[config.mk]
export PLATFORM = sky130hd
export DESIGN_NAME = lbist_ora_flat
export DESIGN_NICKNAME = d
export VERILOG_FILES = /design/src/rtl/lbist_pkg.sv /design/src/rtl/lbist_ora_if.sv /design/src/rtl/lbist_ora_misr.sv /design/src/rtl/lbist_ora.sv /design/src/flat_wrapper.sv
export SDC_FILE = /design/constraint.sdc
export NUM_CORES = 1
export LEC_CHECK = 0
export CAP_MARGIN = 20
export CORE_MARGIN = 4
export CORE_UTILIZATION = 47
export DETAILED_ROUTE_END_ITERATION = 16
export HOLD_SLACK_MARGIN = 0.1
export PLACE_DENSITY_LB_ADDON = 0.15
export SLEW_MARGIN = 20
export SYNTH_ARGS = -nofsm -noshare
export SYNTH_HDL_FRONTEND = slang
export SYNTH_SLANG_ARGS = --single-unit
[constraint.sdc]
create_clock -name clk -period 1.7 [get_ports clk]
set_input_delay 0.51 -clock clk [delete_from_list [all_inputs] [get_ports clk]]
set_output_delay 0.51 -clock clk [all_outputs]
set_load 0.05 [all_outputs]
[src/rtl/lbist_pkg.sv]
// Shared LBIST definitions: ORA state encoding and the default signature
// configuration used by both the pattern generator and the response analyser.
// Latency: n/a (types and constants only). Backpressure: n/a.
package lbist_pkg;

   typedef enum logic [1:0] {
      IDLE  = 2'd0,
      RUN   = 2'd1,
      CHECK = 2'd2,
      DONE  = 2'd3
   } state_t;

   localparam int         LBIST_BITS   = 4;
   localparam logic [3:0] LBIST_POLY   = 4'b0011;
   localparam logic [3:0] LBIST_SEED   = 4'b0000;
   localparam logic [3:0] LBIST_GOLDEN = 4'b0010;

endpackage

[src/rtl/lbist_ora_if.sv]
// Control/response bundle between the BIST controller + CUT and the ORA.
// Latency: n/a (wires only). Backpressure: none, responses are taken when valid.
// Optional: LBIST_ORA_XMASK_EN adds resp_mask (X-source bit mask).
interface lbist_ora_if #(
   parameter int BITS = 4
);
   logic            start;
   logic            abort;
   logic            resp_valid;
   logic [BITS-1:0] resp;
`ifdef LBIST_ORA_XMASK_EN
   logic [BITS-1:0] resp_mask;
`endif
   logic            busy;
   logic            done;
   logic            pass;
   logic [BITS-1:0] signature;

   // master: controller/CUT side that drives the analyser
   modport master (
`ifdef LBIST_ORA_XMASK_EN
      output resp_mask,
`endif
      output start, abort, resp_valid, resp,
      input  busy, done, pass, signature
   );

   // slave: the analyser itself
   modport slave (
`ifdef LBIST_ORA_XMASK_EN
      input  resp_mask,
`endif
      input  start, abort, resp_valid, resp,
      output busy, done, pass, signature
   );
endinterface

[src/rtl/lbist_ora_misr.sv]
// Multiple-input signature register: shifts toward bit 0, feedback into the MSB.
// Latency: a word taken with en is in sig after the same edge. Backpressure: none.
// Ports: clk, rst (async active-low, resets to seed), load, seed, en, din, sig.
module misr #(
   parameter int              BITS = 4,
   parameter logic [BITS-1:0] POLY = 4'b0011
) (
   input  logic            clk,
   input  logic            rst,
   input  logic            load,
   input  logic [BITS-1:0] seed,
   input  logic            en,
   input  logic [BITS-1:0] din,
   output logic [BITS-1:0] sig
);

   logic fb;

   assign fb = ^(POLY & sig);

   // seed is tied to a constant by the parent, so the reset value is static
   always_ff @(posedge clk or negedge rst) begin
      if (!rst) begin
         sig <= seed;
      end else if (load) begin
         sig <= seed;
      end else if (en) begin
         sig <= {fb ^ din[BITS-1], sig[BITS-1:1] ^ din[BITS-2:0]};
      end
   end

endmodule

[src/rtl/lbist_ora.sv]
// LBIST output response analyser: compacts PATTERNS valid responses, then compares with GOLDEN.
// Latency: signature updates the edge a response is taken; done/pass two edges after the last one.
// Backpressure: none; resp_valid is ignored outside RUN, start is ignored in RUN/CHECK.
// Ports: clk, rst (async active-low), bus (lbist_ora_if.slave). Option: LBIST_ORA_XMASK_EN.
module lbist_ora
   import lbist_pkg::*;
#(
   parameter int              BITS     = LBIST_BITS,
   parameter logic [BITS-1:0] POLY     = BITS'(LBIST_POLY),
   parameter logic [BITS-1:0] SEED     = BITS'(LBIST_SEED),
   parameter logic [BITS-1:0] GOLDEN   = BITS'(LBIST_GOLDEN),
   parameter int              PATTERNS = 4
) (
   input  logic        clk,
   input  logic        rst,
   lbist_ora_if.slave  bus
);

   localparam int CW = $clog2(PATTERNS + 1);

   state_t          state;
   logic [CW-1:0]   cnt;
   logic            busy_q;
   logic            done_q;
   logic            pass_q;
   logic [BITS-1:0] din;
   logic [BITS-1:0] sig;
   logic            load;
   logic            en;
   logic            last;

`ifdef LBIST_ORA_XMASK_EN
   // unknown bits are forced to 0 so they cannot corrupt the signature
   assign din = bus.resp & ~bus.resp_mask;
`else
   assign din = bus.resp;
`endif

   // abort wins over everything; start only counts from IDLE/DONE
   assign load = !bus.abort && bus.start && (state == IDLE || state == DONE);
   assign en   = !bus.abort && bus.resp_valid && (state == RUN);
   assign last = en && (cnt == CW'(PATTERNS - 1));

   misr #(
      .BITS (BITS),
      .POLY (POLY)
   ) u_misr (
      .clk  (clk),
      .rst  (rst),
      .load (load),
      .seed (SEED),
      .en   (en),
      .din  (din),
      .sig  (sig)
   );

   always_ff @(posedge clk or negedge rst) begin
      if (!rst) begin
         state  <= IDLE;
         cnt    <= '0;
         busy_q <= 1'b0;
         done_q <= 1'b0;
         pass_q <= 1'b0;
      end else if (bus.abort) begin
         state  <= IDLE;
         cnt    <= '0;
         busy_q <= 1'b0;
         done_q <= 1'b0;
         pass_q <= 1'b0;
      end else begin
         case (state)
            IDLE, DONE: begin
               if (bus.start) begin
                  state  <= RUN;
                  cnt    <= '0;
                  busy_q <= 1'b1;
                  done_q <= 1'b0;
                  pass_q <= 1'b0;
               end
            end
            RUN: begin
               if (en) begin
                  cnt <= cnt + CW'(1);
               end
               if (last) begin
                  state <= CHECK;
               end
            end
            CHECK: begin
               // the MISR already holds the final step taken on the previous edge
               pass_q <= (sig == GOLDEN);
               state  <= DONE;
               busy_q <= 1'b0;
               done_q <= 1'b1;
            end
            default: begin
               state <= IDLE;
            end
         endcase
      end
   end

   assign bus.busy      = busy_q;
   assign bus.done      = done_q;
   assign bus.pass      = pass_q;
   assign bus.signature = sig;

endmodule

[src/flat_wrapper.sv]
// flat-port wrapper written by rule: the top's interface ports become plain ports
module lbist_ora_flat import lbist_pkg::*;
#(
   parameter int              BITS     = LBIST_BITS,
   parameter logic [BITS-1:0] POLY     = BITS'(LBIST_POLY),
   parameter logic [BITS-1:0] SEED     = BITS'(LBIST_SEED),
   parameter logic [BITS-1:0] GOLDEN   = BITS'(LBIST_GOLDEN),
   parameter int              PATTERNS = 4
)
  (clk, rst, bus_start, bus_abort, bus_resp_valid, bus_resp, bus_busy, bus_done, bus_pass, bus_signature);
  lbist_ora_if #(.BITS(BITS)) bus_i ();
  input  logic clk;
  input  logic rst;
  input wire logic [$bits(bus_i.start)-1:0] bus_start;
  input wire logic [$bits(bus_i.abort)-1:0] bus_abort;
  input wire logic [$bits(bus_i.resp_valid)-1:0] bus_resp_valid;
  input wire logic [$bits(bus_i.resp)-1:0] bus_resp;
  output wire logic [$bits(bus_i.busy)-1:0] bus_busy;
  output wire logic [$bits(bus_i.done)-1:0] bus_done;
  output wire logic [$bits(bus_i.pass)-1:0] bus_pass;
  output wire logic [$bits(bus_i.signature)-1:0] bus_signature;
  assign bus_i.start = bus_start;
  assign bus_i.abort = bus_abort;
  assign bus_i.resp_valid = bus_resp_valid;
  assign bus_i.resp = bus_resp;
  assign bus_busy = bus_i.busy;
  assign bus_done = bus_i.done;
  assign bus_pass = bus_i.pass;
  assign bus_signature = bus_i.signature;
  lbist_ora #(.BITS(BITS), .POLY(POLY), .SEED(SEED), .GOLDEN(GOLDEN), .PATTERNS(PATTERNS)) u_core (.clk(clk), .rst(rst), .bus(bus_i));
endmodule
==> results.txt <==
The average cell area after synthesis works out to 9.667 µm². In this run the tool buffered the top-level ports with 15 buffer cells. The simple logic cell fraction of the synthesized area came out at 0.1773. Counting along the longest clock path gives a buffer depth of 2.

The run gives 73 as the instance count of the mapped netlist. Entering global routing, the biggest net connects 13 pins. The logs give 1.86 ns for the required time at the endpoint of the critical path and 612 for the via count.

The run gives 0.001350 mm² as the area of the core. The sequential area share after synthesis is 0.4255, and the hold violation total from the final report is 0. The via-per-instance ratio works out to 5.615. The logs give 12 for the number of clock sinks and 1438 µW for the total power after layout. Summed over all cells, the static leakage comes to 0.0004318 µW.

For this block, the initial DRC count from the detailed router was 3. The mux cell area share after synthesis works out to 0.02837. The count of unresolved DRC violations after routing is 0. Dividing the detail-routed wire length by the instance count gives 14.94 µm.

The tools report the clock share of power as 0.119. Wires add up to 1628 µm. The first detailed-routing pass took 4 iterations.

The setup clock skew after layout was 0.001265 ns. The all-layer global routing usage came out at 0.1825. The fraction of synthesized cell area in xor and xnor cells works out to 0.04965.

STA classifies the critical path startpoint as a register. The internal power of the cells totals 816.8 µW. During I/O placement, the number of pins put on the boundary was 16. The logs give 0 for the number of antenna violations at the first check in global routing and 0.7359 for the final design utilization. The worst hold path belongs to the class primary input to async pin. Fraction of power spent switching nets: 0.4321. Buffers inserted during clock tree synthesis total 3. Summed over all nets, the half-perimeter wirelength after detailed placement is 1285 µm.

Buffer cell driving the clock tree root: sky130_fd_sc_hd__clkbuf_4. The number of setup buffers added after CTS is 0. The main combinational cell family by area after synthesis was simple AND/OR/NAND/NOR gates. After floorplanning, the core was divided into 13 placement rows. Area fraction in compound gates after synthesis: 0.1755.

The run finished with clean final reports. The time the worst path needs with I/O delays and setup is 1.571 ns. The tool flagged a number of max-cap violations equal to 0. The quantity of gates resized following cts was 0; the instance count after placement with tap cells included was 106.

TritonCTS built the clock tree. Routability-driven placement finished with a final weighted congestion of 0.8330. The y dimension of the die is 46.75 µm.

The layout cell share with drive strength beyond 1 came out at 0.1809. The post-synthesis cell type count is 25, and the normalized max-slew margin is 0.7989. The slew at the pin closest to its max-slew limit is 0.2932 ns, and the number of standard cells in the layout, taps in and fillers out is 109. The share of the cycle needed by the critical path after routing works out to 0.9240.

In the final design database the tool counted 111 nets. The x dimension of the die is 46.75 µm. The post-synthesis adder-cell area fraction came out at 0.1064. The switching power is 621.5 µW. The tools report the max-slew violation count as 0. The tools report the type of destination of the critical path as a register. The class of the most critical setup path is register to register.

The logs give 966.7 µV for the maximum resistive drop on vdd and 648 for the number of global-route vias before repair. For this design the ratio of total power to cell area is 1448 mW/mm². Summing all placed instances gives a cell area of 970.9 µm². Once layout is done, the placed cells without fillers occupy 993.5 µm². The clock-pin slew on the worst setup and hold paths is 0.07 ns, and the hold buffer count at cts is 0. The cell area that synthesis handed to floorplanning was 705.7 µm². The run gives 0.5227 as the effective utilization at floorplan. Of all nets on the critical path, the largest fanout is 7. The first global-routing pass estimated 2794 µm of wire. The total of warnings raised by yosys is 0, and the final setup violation count is 0. The count of nets left with antenna violations after detail routing came out at 0. The signal arrival time at the worst endpoint was 1.73 ns; the source-to-sink clock delay at the later pin of the worst-skew pair was 0.26 ns. Compared with the post-synthesis result, the final layout area differs by 40.78%. The tools report the H-tree depth reported by CTS as 1. Combinational cell fraction of total power: 0.576. Timing would allow up to 0.6366 GHz. The number of fillers in the final layout was 96. The die covers 0.002186 mm². The logs give 0 for the antenna cell count and 0 for the residual overflow from global routing. Setup repair after global routing left no endpoint under its margin. The sequential power share came out at 0.306. For the number of nets produced by synthesis, the log shows 88. Number of register bits inferred by synthesis: 12.
[state kept, by name (all words and copies together), names as in the netlist]
| signal | cells |
|---|---|
| u_core.bus.done | 1 |
| u_core.state | 2 |
| u_core.bus.busy | 1 |
| u_core.cnt | 3 |
| u_core.bus.pass | 1 |
| u_core.u_misr.sig | 4 |
[synthesized netlist by cell type (all sizes together)]
master   instances  area (µm²)
o21ai            4       20.02
nand2b           1       6.260
o2bb2ai          1       8.760
dfrtp           12       300.3
o21ba            1       10.01
a211oi           4       30.03
nor3             1       5.000
xnor2            4       35.03
nand4            2       12.51
and2             1       8.760
nand2            2       7.510
nor2b            2       12.51
a21oi            6       30.03
a21boi           2       15.02
buf              1       7.510
mux2i            2       20.02
inv              4       15.01
ha               6       75.07
nor2            11       41.29
a311o            1       10.01
clkbuf           1       3.750
nand4b           2       17.52
nand3            1       5.000
and3b            1       8.760
[placed cells by master, fill, tap and decap left out, types with 2 or more instances in the layout]
| cell type | instances |
|---|---|
| sky130_fd_sc_hd__nand4_1 | 2 |
| sky130_fd_sc_hd__o21ai_0 | 4 |
| sky130_fd_sc_hd__inv_1 | 4 |
| sky130_fd_sc_hd__nand4b_1 | 2 |
| sky130_fd_sc_hd__nor2_1 | 11 |
| sky130_fd_sc_hd__ha_1 | 6 |
| sky130_fd_sc_hd__a211oi_1 | 4 |
| sky130_fd_sc_hd__mux2i_1 | 2 |
| sky130_fd_sc_hd__buf_12 | 7 |
| sky130_fd_sc_hd__nor2b_1 | 2 |
| sky130_fd_sc_hd__clkdlybuf4s50_1 | 8 |
| sky130_fd_sc_hd__dfrtp_1 | 12 |
| sky130_fd_sc_hd__nand2_1 | 2 |
| sky130_fd_sc_hd__clkbuf_4 | 3 |
| sky130_fd_sc_hd__xnor2_1 | 4 |
| sky130_fd_sc_hd__buf_4 | 5 |
| sky130_fd_sc_hd__a21oi_1 | 6 |
[cell type report]
cell class | instances | area, µm² | area share
Timing Repair Buffer | 20 | 257.7 | 0.2594
Clock buffer | 3 | 22.52 | 0.02267
Sequential cell | 12 | 300.3 | 0.3023
Multi-Input combinational cell | 55 | 379.1 | 0.3816
Tap cell | 15 | 18.77 | 0.01889
Inverter | 4 | 15.01 | 0.01511
[worst max-delay path, stage by stage, from the launching register on]
cell,delay [ns]
sky130_fd_sc_hd__dfrtp_1,0.40
sky130_fd_sc_hd__inv_1,0.06
sky130_fd_sc_hd__ha_1,0.37
sky130_fd_sc_hd__nand2b_1,0.27
sky130_fd_sc_hd__a21boi_0,0.15
sky130_fd_sc_hd__o21ba_2,0.21
[stage by stage]
stage	hold WS [ns]	setup TNS (ns)	worst slack, ns
floorplan	0.2144	0	0.2756
CTS	0.5311	0	0.1421
detailed placement	0.5335	-0.5764	-0.1385
global placement	0.5305	-0.1104	-0.04063
global route	0.5415	0	0.01622
finish	0.5340	0	0.1292
[power groups by stage]
stage | combinational [µW] | clock, µW | sequential (µW)
floorplan | 338 | 0 | 578
global placement | 806 | 0 | 443
detailed placement | 830 | 0 | 443
CTS | 832 | 175 | 440
global route | 891 | 193 | 452
finish | 828 | 171 | 440
[path summary, 6_finish.rpt]
kind                                        startpoint  slack [ns]                           to  cells past startpoint
max reg2reg                u_core.state[0]$_DFFE_PN0P_        0.13  u_core.bus.busy$_DFFE_PN0P_                      5
min reg2reg                  u_core.cnt[2]$_DFFE_PN0P_        0.54    u_core.cnt[2]$_DFFE_PN0P_                      2
min in group clk             u_core.cnt[2]$_DFFE_PN0P_        0.54    u_core.cnt[2]$_DFFE_PN0P_                      2
min                                                rst        0.53  u_core.state[1]$_DFFE_PN0P_                      2
max                        u_core.state[0]$_DFFE_PN0P_        0.13  u_core.bus.busy$_DFFE_PN0P_                      5
max in group asynchronous                          rst        1.01  u_core.bus.busy$_DFFE_PN0P_                      2
[cells by family (layout without fill, tap and decap cells)]
group,Yosys count,after routing
simple gates,24,24
compound gates,19,19
flops,12,12
fa+ha+maj,6,6
buf+inv,6,27
xor+xnor,4,4
mux,2,2
[layer usage]
| layer | vias to the layer above | GRT usage | part of all wire |
|---|---|---|---|
| met5 | - | 0 | 0 |
| met4 | 0 | 0.06630 | 0 |
| met3 | 0 | 0.04215 | 0.061 |
| met2 | 12 | 0.3269 | 0.51 |
| met1 | 299 | 0.2126 | 0.43 |
| li1 | 301 | - | - |
Power figures use the tool's default switching activity.
